<file path="src/rtl/alu_pipe_if.sv">
// Issue/writeback handshake bundle for alu_pipe.
// The master is the issue side: it offers operations and drains results.
interface alu_pipe_if #(
  parameter int WIDTH = 32
);
  logic             in_valid;
  logic             in_ready;
  logic [WIDTH-1:0] operand1;
  logic [WIDTH-1:0] operand2;
  logic [3:0]       alu_op;
  logic             out_valid;
  logic             out_ready;
  logic [WIDTH-1:0] result;
  logic             zero_flag;
  logic             neg_flag;
  logic             carry_flag;
  logic             ovf_flag;
  logic             illegal_op;
  logic             busy;

  modport master (
    output in_valid, operand1, operand2, alu_op, out_ready,
    input  in_ready, out_valid, result, zero_flag, neg_flag, carry_flag,
           ovf_flag, illegal_op, busy
  );

  modport slave (
    input  in_valid, operand1, operand2, alu_op, out_ready,
    output in_ready, out_valid, result, zero_flag, neg_flag, carry_flag,
           ovf_flag, illegal_op, busy
  );
endinterface

</file>
<file path="src/rtl/alu_pipe.sv">
// Handshaked ALU with a registered output stage and an iterative
// shift-add multiplier. Opcodes 0-7 match the legacy 3-bit ALU.
module alu_pipe #(
  parameter int WIDTH  = 32,
  parameter bit MUL_EN = 1'b1
) (
  input  logic      clk,
  input  logic      rst,
  alu_pipe_if.slave bus
);
  localparam int SHW = $clog2(WIDTH);
  localparam logic [SHW-1:0] LAST_STEP = SHW'(WIDTH - 1);

  localparam logic [3:0] OP_ADD  = 4'd0;
  localparam logic [3:0] OP_SUB  = 4'd1;
  localparam logic [3:0] OP_AND  = 4'd2;
  localparam logic [3:0] OP_OR   = 4'd3;
  localparam logic [3:0] OP_XOR  = 4'd4;
  localparam logic [3:0] OP_NAND = 4'd5;
  localparam logic [3:0] OP_NOR  = 4'd6;
  localparam logic [3:0] OP_XNOR = 4'd7;
  localparam logic [3:0] OP_SLL  = 4'd8;
  localparam logic [3:0] OP_SRL  = 4'd9;
  localparam logic [3:0] OP_SRA  = 4'd10;
  localparam logic [3:0] OP_SLT  = 4'd11;
  localparam logic [3:0] OP_SLTU = 4'd12;
  localparam logic [3:0] OP_MUL  = 4'd13;

  typedef enum logic [1:0] {IDLE, FULL, BUSY} state_t;

  typedef struct packed {
    logic [WIDTH-1:0] res;
    logic             carry;
    logic             ovf;
    logic             ill;
  } alu_out_t;

  // Single-cycle operations. MUL never reaches here when the multiplier
  // exists, so opcode 13 falls into the illegal branch only when disabled.
  function automatic alu_out_t alu_eval(input logic [3:0] op,
                                        input logic [WIDTH-1:0] a,
                                        input logic [WIDTH-1:0] b);
    alu_out_t                o;
    logic [WIDTH:0]          wide;
    logic signed [WIDTH-1:0] a_s;
    logic signed [WIDTH-1:0] b_s;
    logic [SHW-1:0]          amt;
    o    = '0;
    wide = '0;
    a_s  = $signed(a);
    b_s  = $signed(b);
    amt  = b[SHW-1:0];
    case (op)
      OP_ADD: begin
        wide    = {1'b0, a} + {1'b0, b};
        o.res   = wide[WIDTH-1:0];
        o.carry = wide[WIDTH];
        o.ovf   = (a[WIDTH-1] == b[WIDTH-1]) && (o.res[WIDTH-1] != a[WIDTH-1]);
      end
      OP_SUB: begin
        wide    = {1'b0, a} - {1'b0, b};
        o.res   = wide[WIDTH-1:0];
        o.carry = wide[WIDTH];
        o.ovf   = (a[WIDTH-1] != b[WIDTH-1]) && (o.res[WIDTH-1] != a[WIDTH-1]);
      end
      OP_AND:  o.res = a & b;
      OP_OR:   o.res = a | b;
      OP_XOR:  o.res = a ^ b;
      OP_NAND: o.res = ~(a & b);
      OP_NOR:  o.res = ~(a | b);
      OP_XNOR: o.res = ~(a ^ b);
      OP_SLL:  o.res = a << amt;
      OP_SRL:  o.res = a >> amt;
      OP_SRA:  o.res = $unsigned(a_s >>> amt);
      OP_SLT:  o.res = {{(WIDTH-1){1'b0}}, (a_s < b_s)};
      OP_SLTU: o.res = {{(WIDTH-1){1'b0}}, (a < b)};
      default: o.ill = 1'b1;
    endcase
    return o;
  endfunction

  state_t           state;
  logic [SHW-1:0]   cnt;
  logic             in_ready_i;
  logic             accept_p0;
  logic             is_mul_p0;
  alu_out_t         eval_p0;
  logic [WIDTH-1:0] mcand;
  logic [2*WIDTH-1:0] prod;
  logic [2*WIDTH-1:0] prod_nxt;
  logic [WIDTH:0]   step_sum;
  logic [WIDTH-1:0] res_p1;
  logic             zero_p1;
  logic             neg_p1;
  logic             carry_p1;
  logic             ovf_p1;
  logic             ill_p1;

  // Stage p0: issue handshake and single-cycle evaluation
  always_comb begin
    in_ready_i = !rst && ((state == IDLE) || ((state == FULL) && bus.out_ready));
  end

  assign accept_p0 = bus.in_valid && in_ready_i;
  assign is_mul_p0 = MUL_EN && (bus.alu_op == OP_MUL);
  assign eval_p0   = alu_eval(bus.alu_op, bus.operand1, bus.operand2);

  // One shift-add step: add the multiplicand into the high half when the
  // current multiplier bit is set, then shift the whole product right.
  always_comb begin
    step_sum = {1'b0, prod[2*WIDTH-1:WIDTH]} + (prod[0] ? {1'b0, mcand} : '0);
    prod_nxt = {step_sum, prod[WIDTH-1:1]};
  end

  // Multiplier datapath: load on MUL accept, step while BUSY
  always_ff @(posedge clk) begin
    if (accept_p0 && is_mul_p0) begin
      mcand <= bus.operand1;
      prod  <= {{WIDTH{1'b0}}, bus.operand2};
    end else if (state == BUSY) begin
      prod <= prod_nxt;
    end
  end

  // Stage p1: control FSM and registered result/flags
  always_ff @(posedge clk or posedge rst) begin
    if (rst) begin
      state    <= IDLE;
      cnt      <= '0;
      res_p1   <= '0;
      zero_p1  <= 1'b0;
      neg_p1   <= 1'b0;
      carry_p1 <= 1'b0;
      ovf_p1   <= 1'b0;
      ill_p1   <= 1'b0;
    end else begin
      unique case (state)
        IDLE, FULL: begin
          if (accept_p0) begin
            if (is_mul_p0) begin
              state <= BUSY;
              cnt   <= '0;
            end else begin
              state    <= FULL;
              res_p1   <= eval_p0.res;
              zero_p1  <= (eval_p0.res == '0);
              neg_p1   <= eval_p0.res[WIDTH-1];
              carry_p1 <= eval_p0.carry;
              ovf_p1   <= eval_p0.ovf;
              ill_p1   <= eval_p0.ill;
            end
          end else if ((state == FULL) && bus.out_ready) begin
            state <= IDLE;
          end
        end
        BUSY: begin
          cnt <= cnt + SHW'(1);
          if (cnt == LAST_STEP) begin
            state    <= FULL;
            res_p1   <= prod_nxt[WIDTH-1:0];
            zero_p1  <= (prod_nxt[WIDTH-1:0] == '0);
            neg_p1   <= prod_nxt[WIDTH-1];
            carry_p1 <= |prod_nxt[2*WIDTH-1:WIDTH];
            ovf_p1   <= 1'b0;
            ill_p1   <= 1'b0;
          end
        end
        default: state <= IDLE;
      endcase
    end
  end

  assign bus.in_ready   = in_ready_i;
  assign bus.out_valid  = (state == FULL);
  assign bus.busy       = (state == BUSY);
  assign bus.result     = res_p1;
  assign bus.zero_flag  = zero_p1;
  assign bus.neg_flag   = neg_p1;
  assign bus.carry_flag = carry_p1;
  assign bus.ovf_flag   = ovf_p1;
  assign bus.illegal_op = ill_p1;
endmodule

</file>
<file path="src/flat_wrapper.sv">
// flat-port wrapper written by rule: the top's interface ports become plain ports
module alu_pipe_flat 
#(
  parameter int WIDTH  = 32,
  parameter bit MUL_EN = 1'b1
)
  (clk, rst, bus_in_valid, bus_operand1, bus_operand2, bus_alu_op, bus_out_ready, bus_in_ready, bus_out_valid, bus_result, bus_zero_flag, bus_neg_flag, bus_carry_flag, bus_ovf_flag, bus_illegal_op, bus_busy);
  alu_pipe_if #(.WIDTH(WIDTH)) bus_i ();
  input  logic clk;
  input  logic rst;
  input wire logic [$bits(bus_i.in_valid)-1:0] bus_in_valid;
  input wire logic [$bits(bus_i.operand1)-1:0] bus_operand1;
  input wire logic [$bits(bus_i.operand2)-1:0] bus_operand2;
  input wire logic [$bits(bus_i.alu_op)-1:0] bus_alu_op;
  input wire logic [$bits(bus_i.out_ready)-1:0] bus_out_ready;
  output wire logic [$bits(bus_i.in_ready)-1:0] bus_in_ready;
  output wire logic [$bits(bus_i.out_valid)-1:0] bus_out_valid;
  output wire logic [$bits(bus_i.result)-1:0] bus_result;
  output wire logic [$bits(bus_i.zero_flag)-1:0] bus_zero_flag;
  output wire logic [$bits(bus_i.neg_flag)-1:0] bus_neg_flag;
  output wire logic [$bits(bus_i.carry_flag)-1:0] bus_carry_flag;
  output wire logic [$bits(bus_i.ovf_flag)-1:0] bus_ovf_flag;
  output wire logic [$bits(bus_i.illegal_op)-1:0] bus_illegal_op;
  output wire logic [$bits(bus_i.busy)-1:0] bus_busy;
  assign bus_i.in_valid = bus_in_valid;
  assign bus_i.operand1 = bus_operand1;
  assign bus_i.operand2 = bus_operand2;
  assign bus_i.alu_op = bus_alu_op;
  assign bus_i.out_ready = bus_out_ready;
  assign bus_in_ready = bus_i.in_ready;
  assign bus_out_valid = bus_i.out_valid;
  assign bus_result = bus_i.result;
  assign bus_zero_flag = bus_i.zero_flag;
  assign bus_neg_flag = bus_i.neg_flag;
  assign bus_carry_flag = bus_i.carry_flag;
  assign bus_ovf_flag = bus_i.ovf_flag;
  assign bus_illegal_op = bus_i.illegal_op;
  assign bus_busy = bus_i.busy;
  alu_pipe #(.WIDTH(WIDTH), .MUL_EN(MUL_EN)) u_core (.clk(clk), .rst(rst), .bus(bus_i));
endmodule
</file>
<file path="config.mk">
export PLATFORM = sky130hd
export DESIGN_NAME = alu_pipe_flat
export DESIGN_NICKNAME = d
export VERILOG_FILES = /design/src/rtl/alu_pipe_if.sv /design/src/rtl/alu_pipe.sv /design/src/flat_wrapper.sv
export SDC_FILE = /design/constraint.sdc
export NUM_CORES = 1
export LEC_CHECK = 0
export ABC_CLOCK_PERIOD_IN_PS = 10900
export BUFFER_PORTS_ARGS = -buffer_cell sky130_fd_sc_hd__buf_2
export CORE_MARGIN = 2
export CORE_UTILIZATION = 28
export CTS_BUF_LIST = sky130_fd_sc_hd__clkbuf_8 sky130_fd_sc_hd__clkbuf_16
export DETAILED_ROUTE_END_ITERATION = 8
export GPL_TIMING_DRIVEN = 0
export PLACE_DENSITY = 0.54
export REMOVE_ABC_BUFFERS = 1
export SYNTH_ARGS = -nofsm -noshare
export SYNTH_HDL_FRONTEND = slang
export SYNTH_SLANG_ARGS = --single-unit
</file>
<file path="constraint.sdc">
create_clock -name clk -period 10.9 [get_ports clk]
set_clock_uncertainty 0.1 [all_clocks]
set_input_delay 0.545 -clock clk [delete_from_list [all_inputs] [get_ports clk]]
set_output_delay 0.545 -clock clk [all_outputs]
set_load 0.02 [all_outputs]
</file>
# After elaboration in Yosys (flattened, before gate mapping)

Cells that the tools add are included.

Output and inout bits: 40
Bits in registers: 140
Input port bits: 72
Logic and storage cells: 108

Reductions and logical operators: 20
Multiplexer cells: 37
Equal/unequal tests: 25
Bitwise gates (word level): 6
$add $sub $neg: 4
Order comparisons: 2
Shift operators: 3

Operators by type and width:

| cell               | count |
|---|---|
| $pmux 32 s13       | 1 |
| $mux 32            | 6 |
| $not 32->32        | 3 |
| $add 32x32->33     | 2 |
| $logic_not 32->1   | 2 |
| $lt 32x32->1       | 2 |
| $pmux 32 s2        | 1 |
| $sub 32x32->33     | 1 |
| $and 32x32->32     | 1 |
| $or 32x32->32      | 1 |
| $reduce_or 32->1   | 1 |
| $shl 32x5->32      | 1 |
| $shr 32x5->32      | 1 |
| $sshr 32x5->32     | 1 |
| $xor 32x32->32     | 1 |
| $eq 4x4->1 const B | 6 |
| $eq 4x3->1 const B | 4 |
| $mux 1             | 15 |
| $reduce_or 13->1   | 1 |
| $mux 5             | 2 |
| $pmux 1 s2         | 5 |
| $pmux 5 s2         | 1 |
| $eq 4x2->1 const B | 2 |
| $mux 2             | 4 |
| other kinds (21)   | 32 |

# Logic depth before layout (Yosys ltp)

Gate-level depths: netlist of run 1.

Depth after elaboration: 7
Gate-level depth with buffers: 19
Depth with buffers taken out: 16

# Worst setup path before layout of run 1

No wires, ideal clock.

Path type: input -> register
Start: input port bus_operand2[1]
End: register u_core.zero_p1, in the netlist u_core.bus.zero_flag
Cell stages on the path: 18
Buffers on the path: 4
Required time: 10.705 ns
Data arrival time: 5.528 ns
Path slack: 5.177 ns
Setup time: 0.095 ns
Path through: clkinv_1 > buf_2 > buf_1 > buf_2 > buf_1 > ha_1 > a211o_1 > a2111o_1 > a41oi_1 > a21oi_1 > a2111oi_2 > o21bai_1 > a21oi_1 > mux2i_1 > or4b_1 > nor2_1 > or4b_2 > o31ai_1

Word-level cells in the longest chain between the ends: 7
Elaborated cells on any way between the ends: 18

Ends and longest elaborated chain:

| what                                                                   | RTL line           | RTL |
|---|---|---|
| start, declared                                                        | flat_wrapper.sv:13 | `input wire logic [$bits(bus_i.operand2)-1:0] bus_operand2;` |
| parallel branches: the longest is 2 deep, another holds $sub 32x32->33 | -                  |  |
| $pmux 32 s13 (*)                                                       | alu_pipe.sv:53     | `case (op)` |
| $logic_not 32->1 (*)                                                   | alu_pipe.sv:146    | `zero_p1 <= (eval_p0.res == '0);` |
| $mux 1 (*)                                                             | alu_pipe.sv:140    | `if (is_mul_p0) begin` |
| $mux 1 (*)                                                             | alu_pipe.sv:139    | `if (accept_p0) begin` |
| $pmux 1 s2 (*)                                                         | alu_pipe.sv:137    | `unique case (state)` |
| end signal, assigned                                                   | alu_pipe.sv:146    |  |
| end signal, assigned                                                   | alu_pipe.sv:161    | `zero_p1 <= (prod_nxt[WIDTH-1:0] == '0);` |
| end, declared                                                          | alu_pipe.sv:93     | `logic zero_p1;` |

Every way passes the cells marked *. The select of a mux whose other input is x is not followed.
A chain may end at the register's enable or synchronous reset.

# Worst setup path after layout of run 1

Start: input port bus_operand2[3]
End: register u_core.zero_p1, in the netlist u_core.bus.zero_flag

Same word-level chain as after synthesis.

==> flow_summary.toml, run 1 <==
[run_status]
status = "complete, no violations"

[die]
initial_core_util_pct = 28.46
core_um2 = 61940
die_x_um = 254.9
num_io_pins = 112
rows = 91
dieHeight_um = 254.9
dieArea_um2 = 64980

[route]
dr.pass1.iters = 6
viasPerCell = 6.126
drc = 0
drtAntennaViolNets = 0
dr_total_vias = 18775
wirelength_um = 83180
first_iter_violations = 2116
wl_per_cell_um = 27.14

[power]
ir_drop_v = 0.0001312
p_leak_nw = 8.027
power_density_nw_per_um2 = 131.8

[clock_network]
htreeDepth = 4
cts-root-buf = "clkbuf_16"
clockBufferDepth = 2
cts_tree = "yes"
path_clk_slew_ns = 0.08
clk_latency_ns = 0.52
clock_sinks = 139
numCtsBuffers = 17
cts_resized = 0

[global_routing]
gr-total-overflow = 0
grt_pass1_wl_um = 121700
grt_pass1_vias = 17997
grt_max_degree = 79
antenna_found_initial = 3
track_usage_pct = 25.40

[worst_setup_path]
cpLargestDelayFamily = "compound AO/OA/AOI/OAI gates"
cp_slowest_stage_delay_ns = 0.97
worst_r2r_path_depth = 14
regToRegStartpoint = "u_core.state[0]"
cp_max_fo = 66
worst-r2r-setup-slack_ns = 5.19
r2r-end = "u_core.bus.zero_flag"
cp-start-kind = "input pin"
cp_cell_sequence = "buf_2 > inv_2 > ha_1 > nand2b_1 > o311ai_1 > a311oi_1 > o21ai_1 > o21a_1 > o31a_1 > o41ai_1 > nor3_1 > or4_1 > nor2_1 > or4b_2 > o31ai_1"
end_kind = "flop"
cp.depth = 15
path_buf_inv = 2
critPathSlowestCell = "buf_2"
worstPathRequired_ns = 11.22
cp.arrival_ns = 7.74
worstSetupPathType = "input pin to flop"

[sta]
fin_crit_ns = 7.418
slew_viol_final = 0
slew_headroom_pct = 2.073
setup_viol = 0
rsz0062_at_grt = "no"
finalHoldViolations = 0
post-route-period-util_pct = 68.06
fmax_mhz = 134.8
setup_ws_ns = 3.482
finalSetupTns_ns = 0
worst_pin_slew_ns = 1.469

[cells_and_area]
diodes = 0
layout.cells.non_filler = 3065
drive_gt1_share_pct = 13.02
syn_to_final_growth_pct = 10.57
final_cell_area_um2 = 19490
fin_nets = 2430
final_core_util_pct = 31.47

[min_path]
min_to = "u_core.bus.illegal_op"
hold_path_startpoint = "bus_in_valid"
holdPathStages = 3
hp-class = "input pin to flop"

[placement]
placed_cell_area_um2 = 18880
dp_slack_ns = 3.068
hpwl_um = 62970
dp_cells = 3032
portBuffers = 111
place_congestion = 1.005

[synthesis]
synth-seq-cells = 139
avgSynthCellArea_um2 = 7.909
syn_inst = 2229
ys_types = 87
synthesis.area_um2 = 17630
yosys_warnings = 0
yosys_most_used_dff = "edfxtp_1"
ys_seq_area_share_pct = 20.64
synthArstFlopShare_pct = 30.94
synth_edf_count = 64

[flow_run]
drv_cap = 0
-- flip-flops by register name (all words and copies together), names as in the netlist --
signal,flops
u_core.bus.ovf_flag,1
u_core.state,2
u_core.prod,64
u_core.bus.illegal_op,1
u_core.mcand,32
u_core.bus.zero_flag,1
u_core.bus.carry_flag,1
u_core.bus.result,32
u_core.cnt,5
-- how the worst max path moves through the flow --
| stage | slack, ns | startpoint | end |
|---|---|---|---|
| 4_1_cts | 3.58 | bus_operand2[1] | u_core.bus.zero_flag |
| 5_1_grt | 3.41 | bus_operand2[3] | u_core.bus.zero_flag |
| 3_5_place_dp | 3.07 | bus_operand2[1] | u_core.bus.zero_flag |
| 6_report | 3.48 | bus_operand2[3] | u_core.bus.zero_flag |
| 3_3_place_gp | 0.78 | u_core.state[0] | u_core.bus.zero_flag |
| 2_1_floorplan | 4.96 | u_core.state[0] | u_core.bus.zero_flag |
-- through the flow --
step | power (mW) | hold WS [ns]
global placement | 1.890 | 0.3435
floorplan | 1.497 | 0.3315
finish | 2.570 | 0.2406
CTS | 2.572 | 0.2005
global route | 2.722 | 0.2430
detailed placement | 1.914 | 0.3569
-- cell usage after synthesis (13+ instances only) --
cell      instances  area share [%]
nand2_1         215             4.6
nor2_1          189             4.0
a21oi_1         177             5.0
ha_1            140             9.9
o21ai_0         138             3.9
inv_1           114             2.4
clkbuf_1        111             2.4
mux2i_1          84             4.8
edfxtp_1         64              11
nand3_1          57             1.6
mux2_2           54             3.4
nor3_1           48             1.4
a211oi_1         45             1.9
dfrtp_1          43             6.1
a21o_1           42             1.8
mux4_2           42             5.4
and2_1           41             1.5
dfxtp_1          32             3.6
o211ai_1         31             1.3
a31oi_1          30             1.1
nor4_1           30             1.1
buf_1            26            0.55
o22ai_1          25            0.89
nor2b_1          24            0.85
o31ai_1          24             1.0
nand4_1          21            0.75
o221ai_1         21             1.0
or3_1            19            0.67
a22oi_1          18            0.77
xor2_1           17            0.84
a211o_1          16            0.79
a221oi_1         16            0.79
buf_2            16            0.45
o21bai_1         16            0.68
and3_1           15            0.53
nand2b_1         15            0.53
xnor2_1          14            0.70
a22o_1           13            0.65
-- cell usage in the layout (no fill, tap or decap), types with 21 or more instances in the layout --
cell type and n:
nand2_1 213, nor2_1 189, a31oi_1 30, nor3_1 48, a21oi_1 177, o22ai_1 25, a211oi_1 45, ha_1 140
buf_2 107, nand4_1 21, a21o_1 42, nor4_1 29, o221ai_1 21, nor2b_1 23, dfrtp_1 43, o31ai_1 24
mux2_2 54, mux4_2 42, o211ai_1 31, and2_1 40, mux2i_1 84, nand3_1 57, edfxtp_1 64, dfxtp_1 32
inv_1 110, o21ai_0 138
-- worst reg2reg max path: cells and delay by family, from the launching register on --
family                 cells  cell delay, ns
buffers and inverters      3            1.30
AO/OA/AOI/OAI              1            0.24
flip-flops                 1            0.40
AND/OR/NAND/NOR           10            3.60
-- final cells by class --
cell class	count	area, µm²
fillers	6669	42450
multi-input cells	1809	12900
flip-flops and latches	139	3638
well taps	837	1047
repair buffers	127	843.3
clock buffers	20	478.0
inverters	121	457.9
clock inverters	12	123.9
-- kinds of logic (layout without fill, tap and decap cells) --
group	count (synthesis)	after routing	share of synthesized area (%)
compound gates	734	734	27.96
simple gates	721	721	19.67
buf+inv	281	280	6.331
mux	180	180	13.58
fa+ha+maj	143	143	10.28
flops	139	139	20.64
xor+xnor	31	31	1.540
-- what timing repair did --
item,CTS,global route
hold buffers,1,0
buffers inserted,0,0
hold endpoints to repair,12,0
-- metal layers --
metal | vias up | track usage [%] | routed length, µm
li1 | 8410 | - | -
met1 | 9251 | 33.84 | 35700
met2 | 933 | 39.21 | 36990
met3 | 177 | 4.343 | 6009
met4 | 4 | 13.50 | 4451
met5 | - | 0 | 30
-- power by group --
| group | total [mW] | internal, mW | switching [mW] |
|---|---|---|---|
| Combinational | 1.22 | 0.434 | 0.785 |
| Sequential | 0.713 | 0.653 | 0.0608 |
| Clock | 0.638 | 0.345 | 0.293 |
No activity file was read; power rests on OpenSTA's default activity.
==> inputs of run 2 (changes only) <==
ABC_AREA = 1   (was not set)
ABC_CLOCK_PERIOD_IN_PS = 7800   (was 10900)
clock period = 7.8 ns   (was 10.9 ns; I/O delays follow)
==> run 2 against run 1 <==
Effect of this change:
- the run now ends with capacitance limit left
- synthesized area up 3.7%
- critical path depth up 4
- flip-flop and latch count unchanged
- cell area up 3.7%
- sequential power up 42%
- sequential share of layout area down 0.67 points
- worst setup slack worse by 0.92 ns
- count of clock-buffer cells in the layout up 1
- combinational power up 40%
==> flow_summary.toml, run 2 <==
[min_path]
hold_path_startpoint = "bus_out_ready"
hp-class = "input pin to flop"
holdPathStages = 4
min_to = "u_core.state[0]"

[synthesis]
syn_inst = 3181
synth_compound_area_share_pct = 13.85
yosys_most_used_dff = "edfxtp_1"
avgSynthCellArea_um2 = 5.746
yosysTopAreaCellShare_pct = 20.31
ys_seq_area_share_pct = 19.91
synth-seq-cells = 139
yosys_warnings = 0
yosys.cell_count.top_type = "nand2_1"
synthTopCellsByCount = "nand2_1 (989), nand3_1 (471), inv_1 (379)"
synthesis.area_um2 = 18280
ys_types = 48
synth_top_family_by_area = "simple AND/OR/NAND/NOR gates"
synthArstFlopShare_pct = 30.94
synthTopCellsByArea = "nand2_1 (20%), nand3_1 (13%), edfxtp_1 (11%), ha_1 (9.6%), inv_1 (7.8%)"
synth-simple-area-share_pct = 43.81
synth_xor_area_share_pct = 1.102
synth_top_area_cell = "nand2_1"
synth_edf_count = 64
synthMuxAreaShare_pct = 0
yosys.area_share.adder_pct = 9.912

[route]
viasPerCell = 5.267
dr_total_vias = 21396
dr.pass1.iters = 6
drtAntennaViolNets = 0
wirelength_um = 87220
drc = 0
wl_per_cell_um = 21.47
first_iter_violations = 2482

[cells_and_area]
final_core_util_pct = 31.36
layout_common_cells = "nand2_1 (989), nand3_1 (471), inv_1 (376)"
top_register = "u_core.prod"
fin_nets = 3407
drive_gt1_share_pct = 6.490
largest_reg_flops = 64
syn_to_final_growth_pct = 10.61
final_common_cell = "nand2_1"
fillers = 7421

[worst_setup_path]
cp_common_cell = "nand2_1"
worstPathRequired_ns = 8.07
cp_cell_sequence = "buf_2 > inv_2 > ha_1 > inv_1 > nand2_1 > nand3_1 > nand2_1 > nand2_1 > nand2_1 > nand2_1 > nand3_1 > nand3_1 > nor2_1 > nand3_1 > nor2_1 > nand3_1 > nor2_1 > nand2_1 > a21oi_1"
regToRegStartpoint = "u_core.state[1]"
worst_r2r_path_depth = 10
end_kind = "flop"
r2r-end = "u_core.bus.result[30]"
cp_slowest_stage_delay_ns = 0.89
worst-r2r-setup-slack_ns = 3.37
critPathSlowestCell = "buf_2"
cp-start-kind = "input pin"
cp.arrival_ns = 5.50
worstSetupPathType = "input pin to flop"
cp_max_fo = 74

[clock_network]
htreeDepth = 4
cts_tree = "yes"
numCtsBuffers = 17
cts_setup_buffers = 0
cts_hold_buf = 1
cts_resized = 0
clock_sinks = 139
clockBufferDepth = 2
clk_latency_ns = 0.46
cts-root-buf = "clkbuf_16"
path_clk_slew_ns = 0.06

[sta]
finalSetupTns_ns = 0
rsz0062_at_grt = "no"
setup_ws_ns = 2.566
holdWs_ns = 0.1236
slew_headroom_pct = 0.1963
worst_pin_slew_ns = 1.493
post-route-period-util_pct = 67.10
setup_viol = 0
finalHoldViolations = 0
slew_viol_final = 0
fmax_mhz = 191.1
fin_crit_ns = 5.234

[power]
internal-power_mw = 1.923
p_switching_mw = 1.630
p_leak_nw = 10.22
power_density_nw_per_um2 = 175.7
p_sw_share_pct = 45.87
p_comb_share_pct = 48.1
clockPowerShare_pct = 23.6
p_seq_share_pct = 28.4
power_mw = 3.553
ir_drop_v = 0.0001377

[flow_run]
drv_cap = 1

[global_routing]
grt_max_degree = 75
grt_pass1_wl_um = 127600
grt_pass1_vias = 19916
antenna_found_initial = 4
gr-total-overflow = 0
track_usage_pct = 25.39

[die]
initial_core_util_pct = 28.35
die_x_um = 259.5
rows = 93
dieArea_um2 = 67340
core_um2 = 64460
num_io_pins = 112
dieHeight_um = 259.5

[placement]
dp_slack_ns = 2.299
place_congestion = 0.9886
hpwl_um = 69970
portBuffers = 111

[run_status]
violations = "capacitance limit"
status = "complete, but fails checks"
## run 2: cell count changes in the layout (fill, tap and decap cells not counted), sizes merged, moves of 29 or more
cell    before  now
nand2      215  996
nand3       57  471
inv        123  397
nor2       189  313
mux2i       84    0
o21ai      139  217
mux2        54    0
a21o        42    0
a21oi      177  135
mux4        42    0
a211oi      45    4
and2        42    6
a31oi       30    1
## run 2: layer usage
| layer | vias up | part of all wire, % | track usage (%) | wire (µm) |
|---|---|---|---|---|
| met1 | 9963 | 44 | 34.36 | 38610 |
| met5 | - | 0.0092 | 0 | 8 |
| li1 | 10442 | - | - | - |
| met2 | 841 | 45 | 40.96 | 38990 |
| met4 | 2 | 3.8 | 9.179 | 3300 |
| met3 | 148 | 7.2 | 3.603 | 6313 |
## run 2: metrics by stage
stage                     area (µm²)  std cells
after floorplan                17670       3046
after global placement         19290       4012
after detailed placement       19600       4027
after CTS                      20210       4060
after global routing           20210       4060
final                          20220       4062
## run 2: critical path: cells and delay by family
| family | cells | cell delay (ns) |
|---|---|---|
| compound gates | 1 | 0.12 |
| simple gates | 14 | 2.14 |
| fa+ha+maj | 1 | 0.84 |
| buf+inv | 3 | 1.95 |
## run 2: final cells by class
cell class,count,area [µm²],share of cell area (%)
multi-input combinational,2514,12610,62.35
sequential,139,3638,18.00
inverter,393,1475,7.296
tap,855,1070,5.291
timing repair buffer,127,815.8,4.035
clock buffer,21,514.2,2.543
clock inverter,11,93.84,0.4641
antenna,2,5.005,0.02475
## run 2: worst max path at each step
stage	start	to	slack, ns	depth (start not counted)
3_5_place_dp	bus_operand2[2]	u_core.bus.zero_flag	2.30	21
4_1_cts	bus_operand2[2]	u_core.bus.zero_flag	2.77	21
6_report	bus_operand2[2]	u_core.bus.zero_flag	2.57	19
3_3_place_gp	rst	u_core.prod[30]	-6.97	6
2_1_floorplan	u_core.state[0]	u_core.prod[0]	-0.59	7
5_1_grt	bus_operand2[2]	u_core.bus.zero_flag	2.35	21
## run 2: kinds of logic after synthesis
logic type	Yosys count
buf+inv	528
compound gates	452
flops	139
simple gates	1896
fa+ha+maj	143
xor+xnor	23
## run 2: power groups by stage
| stage | clock network [mW] | logic, mW | registers, mW |
|---|---|---|---|
| after floorplan | 0 | 1.03 | 1.07 |
| after global placement | 0 | 1.66 | 1.02 |
| after detailed placement | 0 | 1.67 | 1.02 |
| after CTS | 0.857 | 1.68 | 1.01 |
| after global routing | 0.884 | 1.88 | 1.02 |
| final | 0.838 | 1.71 | 1.01 |
